File: src/rtl/inst_fetch.sv
// Instruction fetch stage: requests a word from instruction memory, presents it to
// execute with a valid/ready handshake, follows redirects and stops on the halt opcode.
module inst_fetch #(
   parameter int unsigned PC_W    = 16,
   parameter logic [4:0]  HALT_OP = 5'b11011
) (
   input  logic            clk,
   input  logic            sys_rst,
   output logic            imem_en,
   output logic [PC_W-1:0] imem_addr,
   input  logic [31:0]     imem_rdata,
   output logic [31:0]     ir,
   output logic [PC_W-1:0] ir_pc,
   output logic            ir_valid,
   input  logic            ir_ready,
   input  logic            jmp_valid,
   input  logic [PC_W-1:0] jmp_addr,
   output logic            halted
);

   typedef enum logic [1:0] {
      S_REQ   = 2'd0,
      S_LOAD  = 2'd1,
      S_VALID = 2'd2,
      S_HALT  = 2'd3
   } state_t;

   state_t            state, state_nxt;
   logic [PC_W-1:0]   pc, pc_nxt;
   logic [31:0]       ir_nxt;
   logic [PC_W-1:0]   ir_pc_nxt;
   logic              ir_valid_nxt;

   // Next-state and datapath update; a redirect overrides everything except HALT.
   always_comb begin
      state_nxt    = state;
      pc_nxt       = pc;
      ir_nxt       = ir;
      ir_pc_nxt    = ir_pc;
      ir_valid_nxt = ir_valid;
      case (state)
         S_REQ: begin
            state_nxt = S_LOAD;
         end
         S_LOAD: begin
            ir_nxt       = imem_rdata;
            ir_pc_nxt    = pc;
            pc_nxt       = pc + PC_W'(1);
            ir_valid_nxt = 1'b1;
            state_nxt    = S_VALID;
         end
         S_VALID: begin
            if (ir_ready) begin
               ir_valid_nxt = 1'b0;
               state_nxt    = (ir[31:27] == HALT_OP) ? S_HALT : S_REQ;
            end
         end
         S_HALT: begin
            ir_valid_nxt = 1'b0;
         end
         default: begin
            state_nxt = S_REQ;
         end
      endcase
      if (jmp_valid && (state != S_HALT)) begin
         // In-flight memory data is dropped by keeping the old ir/ir_pc.
         ir_nxt       = ir;
         ir_pc_nxt    = ir_pc;
         pc_nxt       = jmp_addr;
         ir_valid_nxt = 1'b0;
         state_nxt    = S_REQ;
      end
   end

   // State and registered outputs; strobes are decoded from the next state.
   always_ff @(posedge clk or negedge sys_rst) begin
      if (!sys_rst) begin
         state    <= S_REQ;
         pc       <= '0;
         ir       <= '0;
         ir_pc    <= '0;
         ir_valid <= 1'b0;
         imem_en  <= 1'b1;
         halted   <= 1'b0;
      end else begin
         state    <= state_nxt;
         pc       <= pc_nxt;
         ir       <= ir_nxt;
         ir_pc    <= ir_pc_nxt;
         ir_valid <= ir_valid_nxt;
         imem_en  <= (state_nxt == S_REQ);
         halted   <= (state_nxt == S_HALT);
      end
   end

   assign imem_addr = pc;

endmodule

File: config.mk
export PLATFORM = sky130hd
export DESIGN_NAME = inst_fetch
export DESIGN_NICKNAME = d
export VERILOG_FILES = /design/src/rtl/inst_fetch.sv
export SDC_FILE = /design/constraint.sdc
export NUM_CORES = 1
export LEC_CHECK = 0
export ABC_AREA = 1
export ABC_CLOCK_PERIOD_IN_PS = 3000
export BUFFER_PORTS_ARGS = -buffer_cell sky130_fd_sc_hd__buf_2
export CAP_MARGIN = 15
export CORE_UTILIZATION = 40
export CTS_BUF_LIST = sky130_fd_sc_hd__clkbuf_16
export CTS_CLUSTER_SIZE = 12
export DETAILED_ROUTE_END_ITERATION = 10
export PLACE_DENSITY = 0.7
export SLEW_MARGIN = 10
export SYNTH_ARGS = -nofsm -noshare
export SYNTH_HDL_FRONTEND = slang
export SYNTH_SLANG_ARGS = --single-unit
File: constraint.sdc
create_clock -name clk -period 3 [get_ports clk]
set_input_delay 0.9 -clock clk [delete_from_list [all_inputs] [get_ports clk]]
set_output_delay 0.9 -clock clk [all_outputs]
set_load 0.05 [all_outputs]
==> flow_summary.toml, run 1 <==
[sta]
post-route-min-period_ns = 1.99
worst_slew_margin_relative_to_its_limit_pct = 53.8
report.final.slew_viol_count = 0
rsz_0062_raised_after_global_routing = "no"
clock.fmax_ghz = 0.502
worstMarginPinSlew_ns = 0.693
final_hold_vio_count = 0
setup_tns_ns = 0
fin_crit_sh_pct = 66.4
setup-violations-final = 0
whs_ns = 0.484
finalClockSkew_ns = 0.00779

[layout]
fin_util_pct = 55.2
filler_cell_count = 699
n_antenna_cell = 0
most_frequent_cells_in_the_layout = "buf_2, nand2_1, dfrtp_1"
share_of_post_route_cells_with_drive_strength_above_1_pct = 33.0
design.final.nets = 494
area_delta_synth_final_pct = 31.0
final_common_cell = "buf_2"

[critical_path]
cp_slowest_stage_delay_ns = 0.55
worst-r2r-cell-count = 4
critPathArrivalTime_ns = 2.19
cp.required_ns = 3.20
timing.reg2reg.setup_slack_ns = 1.17
critPathSlowestCell = "mux2_1"
category_of_the_worst_setup_path_capture_point = "register"
worst-path-max-fanout = 55
worstReg2RegStart = "state[0]$_DFF_PN0_"
ff_to_ff_end = "ir[4]$_DFFE_PN0P_"
startpoint_type = "input pin"
crit_type = "input pin to register"
timing.critical_path.cells = "buf_2 -> nand2_2 -> nand3_4 -> mux2_1"

[yosys]
summed_instance_area_of_the_synthesized_netlist_um2 = 3120
postSynthNetCount = 372
yosysUniqueCellTypes = 28
synth-seq-area-share_pct = 55.4
yosys_warnings = 0
synthTopCellsByArea = "dfrtp_1, mux2_1, nand2_1"
yosys.area.top_type = "dfrtp_1"
syn-mean-instance-area_um2 = 9.78
synthDominantCellAreaShare_pct = 54.5
post_synth_inst_count = 319
synthesis_stage_register_bit_count = 69

[run]
drv.max_cap_violation_count = 0

[route]
drt_iter0_markers = 135
remaining_design_rule_violation_count = 0
vias = 2671
drt-vias-per-instance = 4.90
wirelength_mm = 7.30
ant_nets = 0
detailedRoute.firstPassIterationCount = 4
post_drt_wl_per_cell_um = 13.4

[die]
initial_utilization_pct = 42.1
die_height_um = 90.3
design.portCount = 119
die_area_um2 = 8160
floorplan.rows = 31
chipWidth_um = 90.3
fp.coreArea_um2 = 7410

[clock_network]
cts.root.buffer_cell = "clkbuf_16"
cts-resized-gates = 0
cts_post_setup_buffers_inserted = 0
clk_path_buf_depth = 2
clkTransAtPathRegs_ns = 0.06
cts-buffers-inserted = 9
worstSkewPairLatency_ns = 0.33
clock-sinks = 69
clock_tree.htree_level_count = 3
postCtsHoldBufs = 0
cts_tree = "yes"

[min_path]
hold_path.startpoint = "ir[13]$_DFFE_PN0P_"
timing.hold.worst.class = "register to register"
hold_path_depth = 1
hold_end = "ir[13]$_DFFE_PN0P_"

[grt]
grt_start_max_net_pins = 56
global_route.peak_usage_layer = "met2"
number_of_global_route_vias_before_repair = 2542
grt_usage_pct = 18.8
first_pass_grt_wire_length_mm = 12.0
grtUsageMet3_pct = 3.79
gr-usage-met2_pct = 31.9
initial_antenna_violation_count = 0
grt_use_met1_pct = 23.8
globalRouteOverflowTotal = 0

[status]
status = "finished clean"

[placed_design]
place.detailed.hpwl_mm = 5.46
port-buffer-count = 118
routabilityCongestion = 0.833
==> stage by stage <==
stage                     setup WS, ns  instance area, um^2  cells
final                             1.01                 4090    545
after global placement           0.709                 3800    529
after global routing             0.922                 4090    545
after floorplan                   1.21                 3120    319
after detailed placement         0.664                 3800    529
after CTS                         1.01                 4090    545
==> synthesized netlist by cell type <==
library cell  count
buf_4             1
clkinv_1          1
or2_2             1
mux2_4            2
mux2_2            2
nand3_4           1
xor2_1            1
o21bai_1          2
inv_1            31
buf_2             4
nand2_1          70
nand3_1          19
and2_1            1
nor2_1           17
buf_6             3
ha_1              1
nand2_2           1
dfstp_2           1
a22oi_1           3
o21ai_0          33
o211ai_1          1
nor2_2            1
nand4_1           7
mux2_1           30
a21oi_1          12
dfrtp_1          68
clkbuf_1          4
a31oi_1           1
==> metal layers <==
| layer | vias to the layer above | share of wire, % |
|---|---|---|
| met4 | 0 | 1.1 |
| met1 | 1276 | 45 |
| met3 | 8 | 4.3 |
| met5 | - | 0 |
| met2 | 76 | 50 |
| li1 | 1311 | - |
==> state kept, by name, indices dropped and copies added (netlist names) <==
signal     flops
ir_valid       1
ir            32
imem_addr     16
halted         1
state          2
ir_pc         16
imem_en        1
==> critical path: cells and delay by family <==
kind | cells | cell delay, ns
mux | 1 | 0.55
buf+inv | 1 | 0.12
simple gates | 2 | 0.60
==> final cells by class <==
type                    instances  area [um^2]  area share, %
inverters                      32          120           2.94
well taps                      99          124           3.03
flip-flops and latches         69         1730           42.3
multi-input cells             206         1200           29.3
repair buffers                123          628           15.4
clock buffers                   9          225           5.51
clock inverters                 7         65.1           1.59
==> worst max-delay path by stage <==
stage | from | endpoint | slack (ns) | cells after the start
final | jmp_valid | ir[4]$_DFFE_PN0P_ | 1.01 | 4
after global routing | jmp_valid | ir[5]$_DFFE_PN0P_ | 0.92 | 4
after CTS | jmp_valid | ir[4]$_DFFE_PN0P_ | 1.01 | 4
after detailed placement | jmp_valid | ir[23]$_DFFE_PN0P_ | 0.66 | 4
after global placement | jmp_valid | ir[5]$_DFFE_PN0P_ | 0.71 | 4
after floorplan | imem_addr[1]$_DFFE_PN0P_ | imem_addr[8]$_DFFE_PN0P_ | 1.21 | 8
==> cells by family (layout without fill, tap and decap cells) <==
kind of cell             after synthesis  in the layout  share of synthesized area (%)
multiplexers                          34             34                           12.5
AND/OR/NAND/NOR                      118            118                           16.3
XOR/XNOR                               1              1                          0.281
flip-flops                            69             69                           55.4
AO/OA/AOI/OAI                         52             52                           8.86
adder cells (fa/ha/maj)                1              1                          0.401
buffers and inverters                 44            171                           6.29
Power of run 1 is left out: the tool's default activity adds up to more than one toggle a clock period on the data nets, which glitch-free logic cannot reach.
==> run 2: changes to the inputs <==
--- a/config.mk
+++ b/config.mk
@@ -6,7 +6,7 @@
 export NUM_CORES = 1
 export LEC_CHECK = 0
 export ABC_AREA = 1
-export ABC_CLOCK_PERIOD_IN_PS = 3000
+export ABC_CLOCK_PERIOD_IN_PS = 1900
 export BUFFER_PORTS_ARGS = -buffer_cell sky130_fd_sc_hd__buf_2
 export CAP_MARGIN = 15
 export CORE_UTILIZATION = 40
==> constraint.sdc (replaced) <==
create_clock -name clk -period 1.9 [get_ports clk]
set_input_delay 0.57 -clock clk [delete_from_list [all_inputs] [get_ports clk]]
set_output_delay 0.57 -clock clk [all_outputs]
set_load 0.05 [all_outputs]
==> run 2 against run 1 <==
  * Critical path depth is 4 higher
  * Design area is 2.9% higher
  * First-iteration DRC count is 17% lower
  * Global-route usage is 0.81 points higher
  * Sequential cell count stayed put
  * Register-to-register slack worse by 0.94 ns
  * Worst setup slack worse by 0.78 ns
  * Highest routed layer unchanged
==> flow_summary.toml, run 2 (synthesized netlist as in run 1, its figures left out) <==
[status]
status = "finished clean"

[clock_network]
cts-resized-gates = 0
clk_path_buf_depth = 2
cts-buffers-inserted = 9
clock_tree.htree_level_count = 3
worstSkewPairLatency_ns = 0.32
cts.root.buffer_cell = "clkbuf_16"
postCtsHoldBufs = 0
clock-sinks = 69
cts_tree = "yes"
cts_post_setup_buffers_inserted = 0
clkTransAtPathRegs_ns = 0.06

[critical_path]
cp_num_buf_inv = 3
critPathSlowestCell = "dfrtp_1"
cp_slowest_stage_delay_ns = 0.44
crit_type = "register to register"
critPathArrivalTime_ns = 1.89
cp.required_ns = 2.12
worst-path-max-fanout = 30
critical_path.top_delay_family = "buffers and inverters"
startpoint_type = "register"
category_of_the_worst_setup_path_capture_point = "register"
timing.critical_path.cells = "nand2_1 -> nand2_2 -> buf_4 -> inv_1 -> a21oi_1 -> o21ai_0 -> nand2_1 -> inv_1"

[die]
initial_utilization_pct = 42.1
design.portCount = 119
fp.coreArea_um2 = 7410
die_height_um = 90.3
floorplan.rows = 31
chipWidth_um = 90.3
die_area_um2 = 8160

[sta]
rsz_0062_raised_after_global_routing = "no"
final_hold_vio_count = 0
clock.fmax_ghz = 0.599
setup_tns_ns = 0
post-route-min-period_ns = 1.67
finalClockSkew_ns = 0.00755
report.final.slew_viol_count = 0
fin_crit_sh_pct = 87.9
worst_slew_margin_relative_to_its_limit_pct = 74.2
setup-violations-final = 0
worstMarginPinSlew_ns = 0.386

[route]
ant_nets = 0
wirelength_mm = 7.47
detailedRoute.firstPassIterationCount = 5
remaining_design_rule_violation_count = 0
drt-vias-per-instance = 4.89
post_drt_wl_per_cell_um = 13.6
drt_iter0_markers = 112
vias = 2686

[layout]
final_common_cell = "buf_2"
final_cell_area_um2 = 4200
multi_input_area_um2 = 1200
registers.top_by_ff_count = "ir"
max_reg_flops = 32
most_frequent_cells_in_the_layout = "buf_2, nand2_1, dfrtp_1"
share_of_post_route_cells_with_drive_strength_above_1_pct = 33.8
filler_cell_count = 671
n_antenna_cell = 0
area_delta_synth_final_pct = 34.7
design.final.nets = 498
area.sequential_um2 = 1730

[grt]
globalRouteOverflowTotal = 0
grt_start_max_net_pins = 31
initial_antenna_violation_count = 0
first_pass_grt_wire_length_mm = 12.7
grt_usage_pct = 19.6
number_of_global_route_vias_before_repair = 2644

[min_path]
timing.hold.worst.class = "input pin to async pin"

[placed_design]
routabilityCongestion = 0.873
place.detailed.hpwl_mm = 5.62
port-buffer-count = 118
placement.cell_area_um2 = 3880

[run]
drv.max_cap_violation_count = 0
[run 2: cell types whose count changed in the layout (fill, tap and decap cells not counted), sizes merged]
cell / change
bufinv: +1
clkinvlp: +1
buf: +4
inv: +1
clkinv: -3
[run 2: through the flow]
step           hold slack (ns)  std cells  worst slack (ns)  utilization [%]
2_1_floorplan            0.274        319             0.113                -
5_1_grt                  0.143        549            0.0480             56.7
4_1_cts                  0.135        549             0.226             56.7
3_3_place_gp             0.463        533             0.163             52.3
3_5_place_dp             0.471        533             0.123             52.3
6_report                 0.139        549             0.230             56.7
[run 2: layer usage]
metal / GRT usage (%) / vias up / part of all wire [%]
met5: 0 / - / 0
met4: 7.80 / 0 / 1.6
met1: 26.4 / 1286 / 47
li1: - / 1316 / -
met3: 3.11 / 8 / 3.5
met2: 31.7 / 76 / 48
[run 2: layout make-up]
| class | count | share of cell area [%] |
|---|---|---|
| clock buffers | 9 | 5.36 |
| repair buffers | 127 | 16.8 |
| clock inverters | 7 | 2.32 |
| multi-input cells | 206 | 28.6 |
| inverters | 32 | 2.86 |
| flip-flops and latches | 69 | 41.1 |
| well taps | 99 | 2.95 |
[run 2: final timing paths]
kind                                      start                       end  slack (ns)  depth (start not counted)
min                                     sys_rst        ir[24]$_DFFE_PN0P_        0.14                          1
min reg2reg                ir_pc[0]$_DFFE_PN0P_      ir_pc[0]$_DFFE_PN0P_        0.48                          2
min in group clk                      jmp_valid      ir_valid$_DFFE_PN0P_        0.43                          2
max reg2reg                  state[0]$_DFF_PN0_  imem_addr[8]$_DFFE_PN0P_        0.23                          8
max in group asynchronous               sys_rst  imem_addr[0]$_DFFE_PN0P_        1.25                          2
max                          state[0]$_DFF_PN0_  imem_addr[8]$_DFFE_PN0P_        0.23                          8
[run 2: worst register-to-register path: stages (launching register included)]
cell     delay [ns]
dfrtp_1        0.44
nand2_1        0.10
nand2_2        0.09
buf_4          0.28
inv_1          0.25
a21oi_1        0.19
o21ai_0        0.11
nand2_1        0.08
inv_1          0.03
Power of run 2 is left out for the same reason.
